===== config.mk =====
export PLATFORM = sky130hd
export DESIGN_NAME = seven_seg_scan
export DESIGN_NICKNAME = d
export VERILOG_FILES = /design/src/rtl/seven_seg_pkg.sv /design/src/rtl/seven_seg_decode.sv /design/src/rtl/seven_seg_scan.sv
export SDC_FILE = /design/constraint.sdc
export NUM_CORES = 1
export LEC_CHECK = 0
export CORE_MARGIN = 5
export CORE_UTILIZATION = 40
export CTS_BUF_LIST = sky130_fd_sc_hd__clkbuf_4
export DETAILED_ROUTE_END_ITERATION = 10
export PLACE_DENSITY = 0.6
export SYNTH_ARGS = -nofsm -noshare
export SYNTH_HDL_FRONTEND = slang
export SYNTH_SLANG_ARGS = --single-unit
export TNS_END_PERCENT = 1

===== constraint.sdc =====
create_clock -name clk -period 3.8 [get_ports clk]
set_input_delay 0.76 -clock clk [delete_from_list [all_inputs] [get_ports clk]]
set_output_delay 0.76 -clock clk [all_outputs]
set_load 0.02 [all_outputs]

===== src/rtl/seven_seg_pkg.sv =====
// Shared types, character codes and the code-to-segment decode for the seven-segment scanner.
package seven_seg_pkg;

    localparam int unsigned CODE_W = 5;
    localparam int unsigned SEG_W  = 7;

    typedef logic [CODE_W-1:0] char_code_t;
    typedef logic [SEG_W-1:0]  seg7_t;

    localparam char_code_t CODE_SEG_A = 5'd16;
    localparam char_code_t CODE_SEG_B = 5'd17;
    localparam char_code_t CODE_SEG_C = 5'd18;
    localparam char_code_t CODE_SEG_D = 5'd19;
    localparam char_code_t CODE_SEG_E = 5'd20;
    localparam char_code_t CODE_SEG_F = 5'd21;
    localparam char_code_t CODE_SEG_G = 5'd22;
    localparam char_code_t CODE_BLANK = 5'd23;
    localparam char_code_t CODE_H     = 5'd24;
    localparam char_code_t CODE_L     = 5'd25;
    localparam char_code_t CODE_R     = 5'd26;
    localparam char_code_t CODE_LC_L  = 5'd27;
    localparam char_code_t CODE_LC_R  = 5'd28;

    localparam seg7_t SEG_OFF = 7'b0000000;

    // Active-high segment pattern, bit 6 = a ... bit 0 = g.
    function automatic seg7_t seg7_decode(input char_code_t code);
        seg7_t seg;
        case (code)
            5'd0:       seg = 7'b1111110;
            5'd1:       seg = 7'b0110000;
            5'd2:       seg = 7'b1101101;
            5'd3:       seg = 7'b1111001;
            5'd4:       seg = 7'b0110011;
            5'd5:       seg = 7'b1011011;
            5'd6:       seg = 7'b1011111;
            5'd7:       seg = 7'b1110000;
            5'd8:       seg = 7'b1111111;
            5'd9:       seg = 7'b1111011;
            5'd10:      seg = 7'b1110111;
            5'd11:      seg = 7'b0011111;
            5'd12:      seg = 7'b1001110;
            5'd13:      seg = 7'b0111101;
            5'd14:      seg = 7'b1001111;
            5'd15:      seg = 7'b1000111;
            CODE_SEG_A: seg = 7'b1000000;
            CODE_SEG_B: seg = 7'b0100000;
            CODE_SEG_C: seg = 7'b0010000;
            CODE_SEG_D: seg = 7'b0001000;
            CODE_SEG_E: seg = 7'b0000100;
            CODE_SEG_F: seg = 7'b0000010;
            CODE_SEG_G: seg = 7'b0000001;
            CODE_H:     seg = 7'b0110111;
            CODE_L:     seg = 7'b0001110;
            CODE_R:     seg = 7'b1000110;
            CODE_LC_L:  seg = 7'b0000110;
            CODE_LC_R:  seg = 7'b0000101;
            default:    seg = SEG_OFF;
        endcase
        return seg;
    endfunction

endpackage


===== src/rtl/seven_seg_decode.sv =====
// Combinational character-code to segment ROM.
module seven_seg_decode
    import seven_seg_pkg::*;
(
    input  char_code_t code,
    output seg7_t      seg_c
);

    assign seg_c = seg7_decode(code);

endmodule


===== src/rtl/seven_seg_scan.sv =====
// Multiplexed seven-segment scanner: frame-synchronous display update, leading-zero blanking, PWM dimming.
module seven_seg_scan
    import seven_seg_pkg::*;
#(
    parameter int unsigned NUM_DIGITS = 8,
    parameter int unsigned SCAN_DIV   = 1024,
    parameter bit          ACTIVE_LOW = 1'b1
) (
    input  logic                         clk,
    input  logic                         rst_n,
    input  logic                         load,
    input  logic [CODE_W*NUM_DIGITS-1:0] digits_in,
    input  logic [NUM_DIGITS-1:0]        dp_in,
    input  logic                         lz_en,
    input  logic [3:0]                   brightness,
    output logic [SEG_W-1:0]             seg_out,
    output logic                         dp_out,
    output logic [NUM_DIGITS-1:0]        an_out,
    output logic                         frame_start
);

    localparam int unsigned PSC_W  = $clog2(SCAN_DIV);
    localparam int unsigned IDX_W  = $clog2(NUM_DIGITS);
    localparam int unsigned DATA_W = CODE_W * NUM_DIGITS;

    logic [PSC_W-1:0]      psc;
    logic [IDX_W-1:0]      idx;
    logic                  psc_wrap;
    logic                  idx_last;
    logic                  frame_wrap;
    logic                  fs_next;

    logic [DATA_W-1:0]     shadow_codes;
    logic [NUM_DIGITS-1:0] shadow_dp;
    logic                  pending;
    logic [DATA_W-1:0]     disp_codes;
    logic [NUM_DIGITS-1:0] disp_dp;

    logic [NUM_DIGITS-1:0] lz_mask;
    logic                  lz_run;
    char_code_t            act_code;
    seg7_t                 act_seg;
    logic                  pwm_on;
    logic [NUM_DIGITS-1:0] an_sel;

    assign psc_wrap   = (psc == PSC_W'(SCAN_DIV - 1));
    assign idx_last   = (idx == IDX_W'(NUM_DIGITS - 1));
    assign frame_wrap = psc_wrap && idx_last;
    // Registered pulse lands in the wrap cycle itself, so a load seen with it hits the boundary.
    assign fs_next    = (psc == PSC_W'(SCAN_DIV - 2)) && idx_last;

    // Prescaler, digit index and frame pulse.
    always_ff @(posedge clk or negedge rst_n) begin
        if (!rst_n) begin
            psc         <= '0;
            idx         <= '0;
            frame_start <= 1'b0;
        end else begin
            frame_start <= fs_next;
            if (psc_wrap) begin
                psc <= '0;
                idx <= idx_last ? '0 : idx + IDX_W'(1);
            end else begin
                psc <= psc + PSC_W'(1);
            end
        end
    end

    // Shadow capture and tear-free display update at the frame boundary.
    always_ff @(posedge clk or negedge rst_n) begin
        if (!rst_n) begin
            shadow_codes <= {NUM_DIGITS{CODE_BLANK}};
            shadow_dp    <= '0;
            pending      <= 1'b0;
            disp_codes   <= {NUM_DIGITS{CODE_BLANK}};
            disp_dp      <= '0;
        end else begin
            if (load) begin
                shadow_codes <= digits_in;
                shadow_dp    <= dp_in;
            end
            if (frame_wrap) begin
                pending <= 1'b0;
                if (load) begin
                    disp_codes <= digits_in;
                    disp_dp    <= dp_in;
                end else if (pending) begin
                    disp_codes <= shadow_codes;
                    disp_dp    <= shadow_dp;
                end
            end else if (load) begin
                pending <= 1'b1;
            end
        end
    end

    // Blank the run of zero codes from the top digit down; digit 0 always shows.
    always_comb begin
        lz_mask = '0;
        lz_run  = lz_en;
        for (int i = int'(NUM_DIGITS) - 1; i >= 1; i--) begin
            lz_run     = lz_run && (disp_codes[CODE_W*i +: CODE_W] == '0);
            lz_mask[i] = lz_run;
        end
    end

    assign act_code = lz_mask[idx] ? CODE_BLANK : disp_codes[CODE_W*idx +: CODE_W];

    seven_seg_decode u_decode (
        .code  (act_code),
        .seg_c (act_seg)
    );

    assign pwm_on = ((32'(psc) << 4) < ((32'(brightness) + 32'd1) * SCAN_DIV));
    assign an_sel = pwm_on ? (NUM_DIGITS'(1) << idx) : '0;

    // Output register with polarity applied.
    always_ff @(posedge clk or negedge rst_n) begin
        if (!rst_n) begin
            seg_out <= {SEG_W{ACTIVE_LOW}};
            dp_out  <= ACTIVE_LOW;
            an_out  <= {NUM_DIGITS{ACTIVE_LOW}};
        end else begin
            seg_out <= act_seg ^ {SEG_W{ACTIVE_LOW}};
            dp_out  <= disp_dp[idx] ^ ACTIVE_LOW;
            an_out  <= an_sel ^ {NUM_DIGITS{ACTIVE_LOW}};
        end
    end

endmodule


After elaboration in Yosys (flattened, before gate mapping)
Memories as Yosys holds them, arrays and structs flattened.
Cells that the tools add are included.
{"block": "word_totals", "romBits": 224, "mem_count": 1, "reg_bits": 127, "inputBits": 56, "output_inout_bits": 17}
{"memory": "(name not given)", "depth": 32, "word_bits": 7, "rd": 1, "rd_clocked_by_memory_dff": 0, "write_ports": 0, "line": "seven_seg_pkg.sv:29", "rtl": "case (code)"}
{"block": "op_classes", "n_lt_le_gt_ge": 2, "reduce_logical": 19, "bitwise_logic": 3, "n_eq_ne": 3, "muxes": 14, "addsub": 3, "multipliers": 1, "n_shift": 2}
{"operator": "40-bit two-way mux", "n": 2}
{"operator": "40-bit by 7-bit variable part select with 5-bit output", "n": 1}
{"operator": "5-bit zero test", "n": 7}
{"operator": "8-bit two-way mux", "n": 3}
{"operator": "10-bit equality test (second input constant)", "n": 2}
{"operator": "14-bit by 15-bit less-than comparator with 1-bit output", "n": 1}
{"operator": "10-bit by 1-bit adder with 10-bit output (second input constant)", "n": 1}
{"operator": "10-bit two-way mux", "n": 1}
{"operator": "1-bit logical AND", "n": 9}
{"operator": "8-bit NOT", "n": 1}
{"operator": "1-bit by 3-bit left shift with 8-bit output (first input constant)", "n": 1}
{"operator": "7-bit NOT", "n": 1}
{"operator": "1-bit binary-select mux with 3-bit select", "n": 2}
{"operator": "3-bit by 3-bit multiplier with 6-bit output (first input constant)", "n": 1}
{"operator": "4-bit by 1-bit adder with 5-bit output (second input constant)", "n": 1}
{"operator": "5-bit two-way mux", "n": 1}
{"operator": "3-bit by 4-bit less-than comparator with 1-bit output (second input constant)", "n": 1}
{"operator": "1-bit two-way mux", "n": 4}
{"operator": "2-bit nonzero test", "n": 2}
{"operator": "3-bit by 1-bit adder with 3-bit output (second input constant)", "n": 1}
{"operator": "3-bit equality test (second input constant)", "n": 1}
{"operator": "3-bit two-way mux", "n": 1}
{"operator": "2-bit AND reduction", "n": 1}
{"operator": "1-bit NOT", "n": 1}

Longest topological paths before layout
Gate-level depths: netlist (run 1).
An unclocked memory read counts as a cell.
{"block": "depth", "depth_word": 13, "ltp_mapped": 13, "ltp_nobuf": 12}

By module
Synthesis (run 1) repeated with hierarchy kept, for this count alone.
{"block": "hier_totals", "hier_cells": 429, "area_unflattened_um2": 5940.7}
{"mod": "seven_seg_scan", "area_each_um2": 5476.5, "cells_each": 370, "seq_area_each_um2": 3278.1, "instances": 1}
{"mod": "seven_seg_decode", "area_each_um2": 464.2, "cells_each": 59, "seq_area_each_um2": 0.0, "instances": 1}

Worst setup path after synthesis (run 1)
No wires, ideal clock.
{"block": "synth_timing", "path_type": "flip-flop to flip-flop", "startpoint": "reg idx[0]", "endpoint": "reg seg_out[3]", "period_less_slack_ps": 2637, "required_ps": 3710, "slack_ps": 1163, "arrival_ps": 2547, "path_stages_with_launch": 13, "path_buffers": 2, "cell_sequence": "dfrtp_1 buf_4 buf_2 mux4_1 mux2i_1 and2_1 ha_1 a211oi_1 a21oi_1 a21oi_1 a21oi_1 o21ai_0 nand2_1"}
{"block": "synth_between", "elab_chain_cells": 5}
{"item": "from (decl)", "line": "seven_seg_scan.sv:27", "rtl": "logic [IDX_W-1:0] idx;"}
{"item": "from (signal assigned)", "line": "seven_seg_scan.sv:62", "rtl": "idx <= idx_last ? '0 : idx + IDX_W'(1);"}
{"item": "3-bit by 3-bit multiplier with 6-bit output / 1-bit binary-select mux with 3-bit select (equally long branches)", "line": "seven_seg_scan.sv:107", "rtl": "assign act_code = lz_mask[idx] ? CODE_BLANK : disp_codes[CODE_W*idx +: CODE_W];"}
{"item": "40-bit by 7-bit variable part select with 5-bit output / 1-bit two-way mux (equally long branches)", "line": "seven_seg_scan.sv:107"}
{"item": "5-bit two-way mux *", "line": "seven_seg_scan.sv:107"}
{"item": "memory 32 x 7 bit *"}
{"item": "7-bit NOT (no source line) *"}
{"item": "to (signal assigned)", "line": "seven_seg_scan.sv:120", "rtl": "seg_out <= {SEG_W{ACTIVE_LOW}};"}
{"item": "to (signal assigned)", "line": "seven_seg_scan.sv:124", "rtl": "seg_out <= act_seg ^ {SEG_W{ACTIVE_LOW}};"}
{"item": "to (decl)", "line": "seven_seg_scan.sv:16", "rtl": "output logic [SEG_W-1:0] seg_out,"}
Mark *: on every way between the ends. The rest lies on a longest branch, timed or not. The select of a mux whose other input is x is not followed.
A chain may end at the register's enable or synchronous reset.

Worst setup path in the final report (run 1)
Ends and elaborated chain as after synthesis.

==> results.sh, run 1 <==
export IMPL_core_area_um2=14500
export IMPL_first_global_vias=3850
export IMPL_die_w_um=132
export IMPL_grt_antenna_before_repair=1
export IMPL_start_kind="flop"
export IMPL_cts_tree="yes"
export IMPL_fp_row_count=44
export IMPL_fin_setup_tns_ns=0
export IMPL_vias=3599
export IMPL_p_total_mw=2.71
export IMPL_nets=591
export IMPL_leakage_nw=2.98
export IMPL_syn_avg_cell_area_um2=13.7
export IMPL_hold_viol_final=0
export IMPL_clk_path_buf_depth=2
export IMPL_finalCritPeriodShare=0.781
export IMPL_grt_pass1_wl_um=20000
export IMPL_synth_edf_count=0
export IMPL_critPathMaxFanout=7
export IMPL_fill_cells=1296
export IMPL_fmax_mhz=337
export IMPL_stdcell_count=713
export IMPL_whs_ns=0.249
export IMPL_hpwl_um=8470
export IMPL_fin_crit_ns=2.97
export IMPL_viasPerCell=5.05
export IMPL_yosys_area_top_type_share=0.354
export IMPL_cts_setup_buffers=0
export IMPL_ir_drop_mv=0.181
export IMPL_drive_gt1_frac=0.441
export IMPL_synthFlopType="dfstp_2"
export IMPL_placed_cells=680
export IMPL_grt_max_degree=52
export IMPL_drtIter0Drc=173
export IMPL_ctsRootBufferMaster="clkbuf_4"
export IMPL_grt_overflow_total=0
export IMPL_synth_largest_area_cell="dfstp_2"
export IMPL_grt_usage=0.144
export IMPL_slowest_delay_ns=0.55
export IMPL_cts_sinks=127
export IMPL_cp_slowest_cell="dfrtp_1"
export IMPL_worstMarginPinSlew_ns=0.714
export IMPL_routed_wirelength_um=11800
export IMPL_crit_type="reg2reg"
export IMPL_synthDistinctLibCells=54
export IMPL_ys_seq_area_frac=0.552
export IMPL_cts_hold_buffers=0
export IMPL_clk_pin_slew_ns=0.11
export IMPL_synth_fp_nets=510
export IMPL_outcome="finished clean"
export IMPL_cts_buffers_inserted=17
export IMPL_syn2layout_area_growth_pct=20.7
export IMPL_end_kind="flop"
export IMPL_critPathArrivalTime_ns=3.42
export IMPL_finalWeightedCongestion=0.795
export IMPL_power_density_nw_per_um2=378
export IMPL_async_reset_ff_frac=1.00
export IMPL_clock_latency_ns=0.53
export IMPL_ys_warn_count=0
export IMPL_synth_area_leaders="dfstp_2 35%, dfrtp_1 20%, mux2_2 18%, ha_1 4.2%, mux4_2 4.2%"
export IMPL_crit_top_cell="a21oi_1"
export IMPL_drt_pass1_iterations=4
export IMPL_final_util=0.493
export IMPL_rsz0062_at_grt="false"
export IMPL_wire_per_inst_um=16.5
export IMPL_dieArea_um2=17400
export IMPL_relSlewSlack=0.510
export IMPL_initial_core_util=0.409
export IMPL_syn_area_um2=5940
export IMPL_cts_resized=0
export IMPL_finalMaxSlewViolations=0
export IMPL_synth_seq_cells=127
export IMPL_hp_class="in2async"
export IMPL_synthCells=434
export IMPL_max_cap_violations=0
export IMPL_final_seq_area_um2=3280
export IMPL_cp_cell_sequence="nor4b_1 -> nand4_1 -> a211oi_1 -> o221ai_2 -> and2_1 -> ha_1 -> a211oi_1 -> a21oi_1 -> a21oi_1 -> a21oi_1 -> o21ai_0 -> nand2_1"
export IMPL_ios=73
export IMPL_drc=0
export IMPL_die_h_um=132
export IMPL_cpLargestDelayFamily="compound AO/OA/AOI/OAI gates"
export IMPL_detail_route_antenna_nets=0
export IMPL_finalClockSkew_ns=0.0123
export IMPL_portBuffers=72
export IMPL_cts_max_level=4
export IMPL_required_ns=4.26
export IMPL_finalSetupViolCount=0
export IMPL_crit_buf_inv=0
export IMPL_multiInputGateArea_um2=2560
## layer usage
layer | vias up | part of all wire | track usage
met1 | 1776 | 0.46 | 0.191
met4 | 0 | 0.016 | 0.0520
met3 | 16 | 0.040 | 0.0427
li1 | 1733 | - | -
met2 | 74 | 0.49 | 0.223
met5 | - | 0 | 0
## power breakdown
part	total [mW]	internal [mW]	switching [mW]	leakage [nW]
Sequential	1.50	1.47	0.0288	1.43
Clock	0.921	0.440	0.482	0.144
Combinational	0.288	0.158	0.130	1.41
## flip-flops by register name, indices dropped and copies added (netlist names), 3 cells and up
register      flops
idx               3
shadow_dp         8
psc              10
shadow_codes     40
disp_dp           8
disp_codes       40
seg_out           7
an_out            8
## metrics by stage
stage / worst slack, ns / cell area [µm²]
after floorplan: 1.16 / 5940
after detailed placement: 0.727 / 6890
final: 0.833 / 7170
after CTS: 0.805 / 7170
after global placement: 0.865 / 6890
after global routing: 0.437 / 7170
## cells in the mapped netlist (all sizes together) (8+ instances only)
| cell type | n |
|---|---|
| mux2 | 97 |
| dfstp | 80 |
| dfrtp | 47 |
| nand2 | 31 |
| ha | 20 |
| nor2 | 15 |
| buf | 14 |
| nand3 | 13 |
| mux4 | 12 |
| a21oi | 10 |
| o21ai | 10 |
| and2 | 8 |
## final cells by class
type | instances | area share
timing repair buffer | 80 | 0.111
tap | 184 | 0.0321
sequential | 127 | 0.457
multi-input combinational | 282 | 0.357
clock buffer | 17 | 0.0178
antenna | 1 | 0.000349
inverter | 7 | 0.00366
clock inverter | 15 | 0.0209
## placed cells by master, fill, tap and decap left out, types with 4 or more instances in the layout
cell type        instances
dfrtp_1                 47
buf_4                    7
mux4_2                  11
nand2_1                 30
clkbuf_4                17
and2_1                   7
nand3_1                 13
clkinv_1                 7
clkdlybuf4s50_1         70
mux2i_1                  6
inv_1                    7
nor3_1                   5
nand4_1                  4
o21ai_0                  8
a21oi_1                 10
xnor2_1                  4
xor2_1                   5
dfstp_2                 80
mux2_2                  97
ha_1                    20
nor2_1                  14
## path summary, 6_finish.rpt
| path | start | endpoint | slack, ns | cells past startpoint |
|---|---|---|---|---|
| max in group asynchronous | rst_n | disp_codes[25] | 2.63 | 2 |
| max reg2reg | idx[0] | seg_out[3] | 0.83 | 12 |
| min in group clk | psc[4] | psc[4] | 0.49 | 1 |
| min reg2reg | psc[4] | psc[4] | 0.49 | 1 |
| max | idx[0] | seg_out[3] | 0.83 | 12 |
| min | rst_n | shadow_dp[1] | 0.25 | 1 |
## kinds of logic (layout without fill, tap and decap cells)
family	after synthesis	count (layout)	share of synthesized area
AO/OA/AOI/OAI	38	38	0.0429
XOR/XNOR	9	9	0.0133
adder cells (fa/ha/maj)	20	20	0.0421
multiplexers	116	116	0.244
buffers and inverters	25	119	0.0192
AND/OR/NAND/NOR	99	99	0.0872
flip-flops	127	127	0.552
other	0	1	0
## worst reg2reg max path, stage by stage (launching register included)
cell and delay, ns:
dfrtp_1 0.55, nor4b_1 0.29, nand4_1 0.14, a211oi_1 0.36, o221ai_2 0.20, and2_1 0.28
ha_1 0.35, a211oi_1 0.26, a21oi_1 0.07, a21oi_1 0.13, a21oi_1 0.05, o21ai_0 0.15
nand2_1 0.08
No activity file was read; power rests on OpenSTA's default activity.
==> run 2: changes to the inputs <==
Settings changed: PLACE_DENSITY 0.6 to 0.62.
Clock period 3.8 ns to 2.5 ns, I/O delays scaled along.
==> results.sh, run 2 (same netlist as run 1, synthesis figures left out) <==
export IMPL_outcome="finished with violations"
export IMPL_failed_checks="negative setup slack"
export IMPL_worst_slack_ns=-0.0663
export IMPL_first_global_vias=4114
export IMPL_hpwl_um=8780
export IMPL_drc=0
export IMPL_core_area_um2=14500
export IMPL_p_int_mw=3.29
export IMPL_fmax_mhz=390
export IMPL_cts_max_level=4
export IMPL_grt_pass1_wl_um=20700
export IMPL_drt_pass1_iterations=4
export IMPL_fin_crit_ns=2.57
export IMPL_pwr_share_comb=0.111
export IMPL_placed_cell_area_um2=7190
export IMPL_die_h_um=132
export IMPL_relSlewSlack=0.569
export IMPL_finalSetupViolCount=4
export IMPL_end_kind="flop"
export IMPL_viasPerCell=5.07
export IMPL_portBuffers=72
export IMPL_power_share_sequential=0.527
export IMPL_cts_hold_buffers=0
export IMPL_critPathArrivalTime_ns=3.06
export IMPL_vias=3796
export IMPL_ir_drop_mv=0.491
export IMPL_initial_core_util=0.409
export IMPL_routed_wirelength_um=12100
export IMPL_die_w_um=132
export IMPL_ios=73
export IMPL_dieArea_um2=17400
export IMPL_hold_viol_final=0
export IMPL_hp_class="in2async"
export IMPL_syn2layout_area_growth_pct=28.0
export IMPL_finalWeightedCongestion=0.841
export IMPL_required_ns=2.99
export IMPL_worstMarginPinSlew_ns=0.647
export IMPL_clkPwrFrac=0.362
export IMPL_cts_sinks=127
export IMPL_cts_buffers_inserted=17
export IMPL_swShare=0.238
export IMPL_cts_tree="yes"
export IMPL_leakage_nw=3.21
export IMPL_clk_path_buf_depth=2
export IMPL_start_kind="flop"
export IMPL_grt_usage=0.147
export IMPL_power_density_nw_per_um2=568
export IMPL_fill_cells=1274
export IMPL_layout_common_cells="97 x mux2_2, 80 x dfstp_2, 70 x clkdlybuf4s50_1"
export IMPL_clk_pin_slew_ns=0.11
export IMPL_crit_type="reg2reg"
export IMPL_reg_largest_list="disp_codes x40, shadow_codes x40, psc x10"
export IMPL_clock_latency_ns=0.55
export IMPL_grt_overflow_total=0
export IMPL_grt_antenna_before_repair=1
export IMPL_grt_max_degree=128
export IMPL_fp_row_count=44
export IMPL_critPathMaxFanout=4
export IMPL_finalMaxSlewViolations=0
export IMPL_nets=626
export IMPL_p_sw_mw=1.03
export IMPL_postLayoutCellArea_um2=7610
export IMPL_drive_gt1_frac=0.510
export IMPL_mostFrequentLayoutCell="mux2_2"
export IMPL_rsz0062_at_grt="true"
export IMPL_max_cap_violations=0
export IMPL_drtIter0Drc=231
export IMPL_finalClockSkew_ns=0.0137
export IMPL_wire_per_inst_um=16.2
export IMPL_finalCritPeriodShare=1.03
export IMPL_p_total_mw=4.32
export IMPL_ctsRootBufferMaster="clkbuf_4"
export IMPL_detail_route_antenna_nets=0
[run 2: what timing repair did]
action	4_1_cts	5_1_grt
setup buffers	3	1
pin swaps	4	0
gates resized for setup	13	5
endpoints found under the hold margin	0	0
setup endpoints to repair	7	54
cloned	0	0
[run 2: cell type report]
class                           instances  area, µm²  area share
Sequential cell                       127       3280       0.431
Multi-Input combinational cell        282       2660       0.350
Timing Repair Buffer                  115       1090       0.143
Tap cell                              184        230      0.0303
Clock inverter                         15        191      0.0252
Clock buffer                           17        128      0.0168
Inverter                                7       28.8     0.00378
Antenna cell                            1       2.50    0.000329
[run 2: stage by stage]
step                      std cells   util  setup TNS, ns  setup slack (ns)  hold slack, ns
after global routing            748  0.524          -1.33            -0.209          0.0405
after global placement          711  0.494        -0.0844           -0.0310           0.480
after floorplan                 434      -              0            0.0298           0.204
after CTS                       746  0.522         -0.163           -0.0576          0.0146
after detailed placement        711  0.494         -0.511            -0.102           0.486
final                           748  0.524         -0.155           -0.0663          0.0171
[run 2: worst max-delay path, stage by stage, from the launching register on]
cell	delay (ns)
dfstp_2	0.39
or4_4	0.55
nor4_4	0.22
a31o_2	0.16
o221ai_4	0.11
and2_4	0.21
ha_4	0.25
a211oi_2	0.19
a21oi_1	0.06
a21oi_1	0.11
a21oi_1	0.06
o21ai_1	0.13
nand2_1	0.07
[run 2: final timing paths]
check | endpoint | startpoint | depth (start not counted) | slack (ns)
min in group clk | shadow_codes[21] | load | 2 | 0.47
min reg2reg | shadow_codes[13] | shadow_codes[13] | 1 | 0.51
max in group asynchronous | psc[3] | rst_n | 2 | 1.99
max | seg_out[3] | disp_codes[30] | 12 | -0.07
max reg2reg | seg_out[3] | disp_codes[30] | 12 | -0.07
min | shadow_dp[0] | rst_n | 2 | 0.02
[run 2: power by group through the flow]
stage / registers, mW / logic, mW / clock network (mW)
2_1_floorplan: 2.31 / 0.227 / 0
3_3_place_gp: 2.31 / 0.462 / 0
3_5_place_dp: 2.32 / 0.472 / 0
4_1_cts: 2.28 / 0.484 / 1.63
5_1_grt: 2.29 / 0.527 / 1.70
6_report: 2.28 / 0.479 / 1.57
[run 2: routing by layer]
metal	GRT usage	share of wire	vias up	routed length, µm
met1	0.183	0.45	1896	5460
met5	0	0	-	0
met4	0.0634	0.017	0	207
li1	-	-	1810	-
met3	0.0408	0.037	16	448
met2	0.239	0.50	74	6020
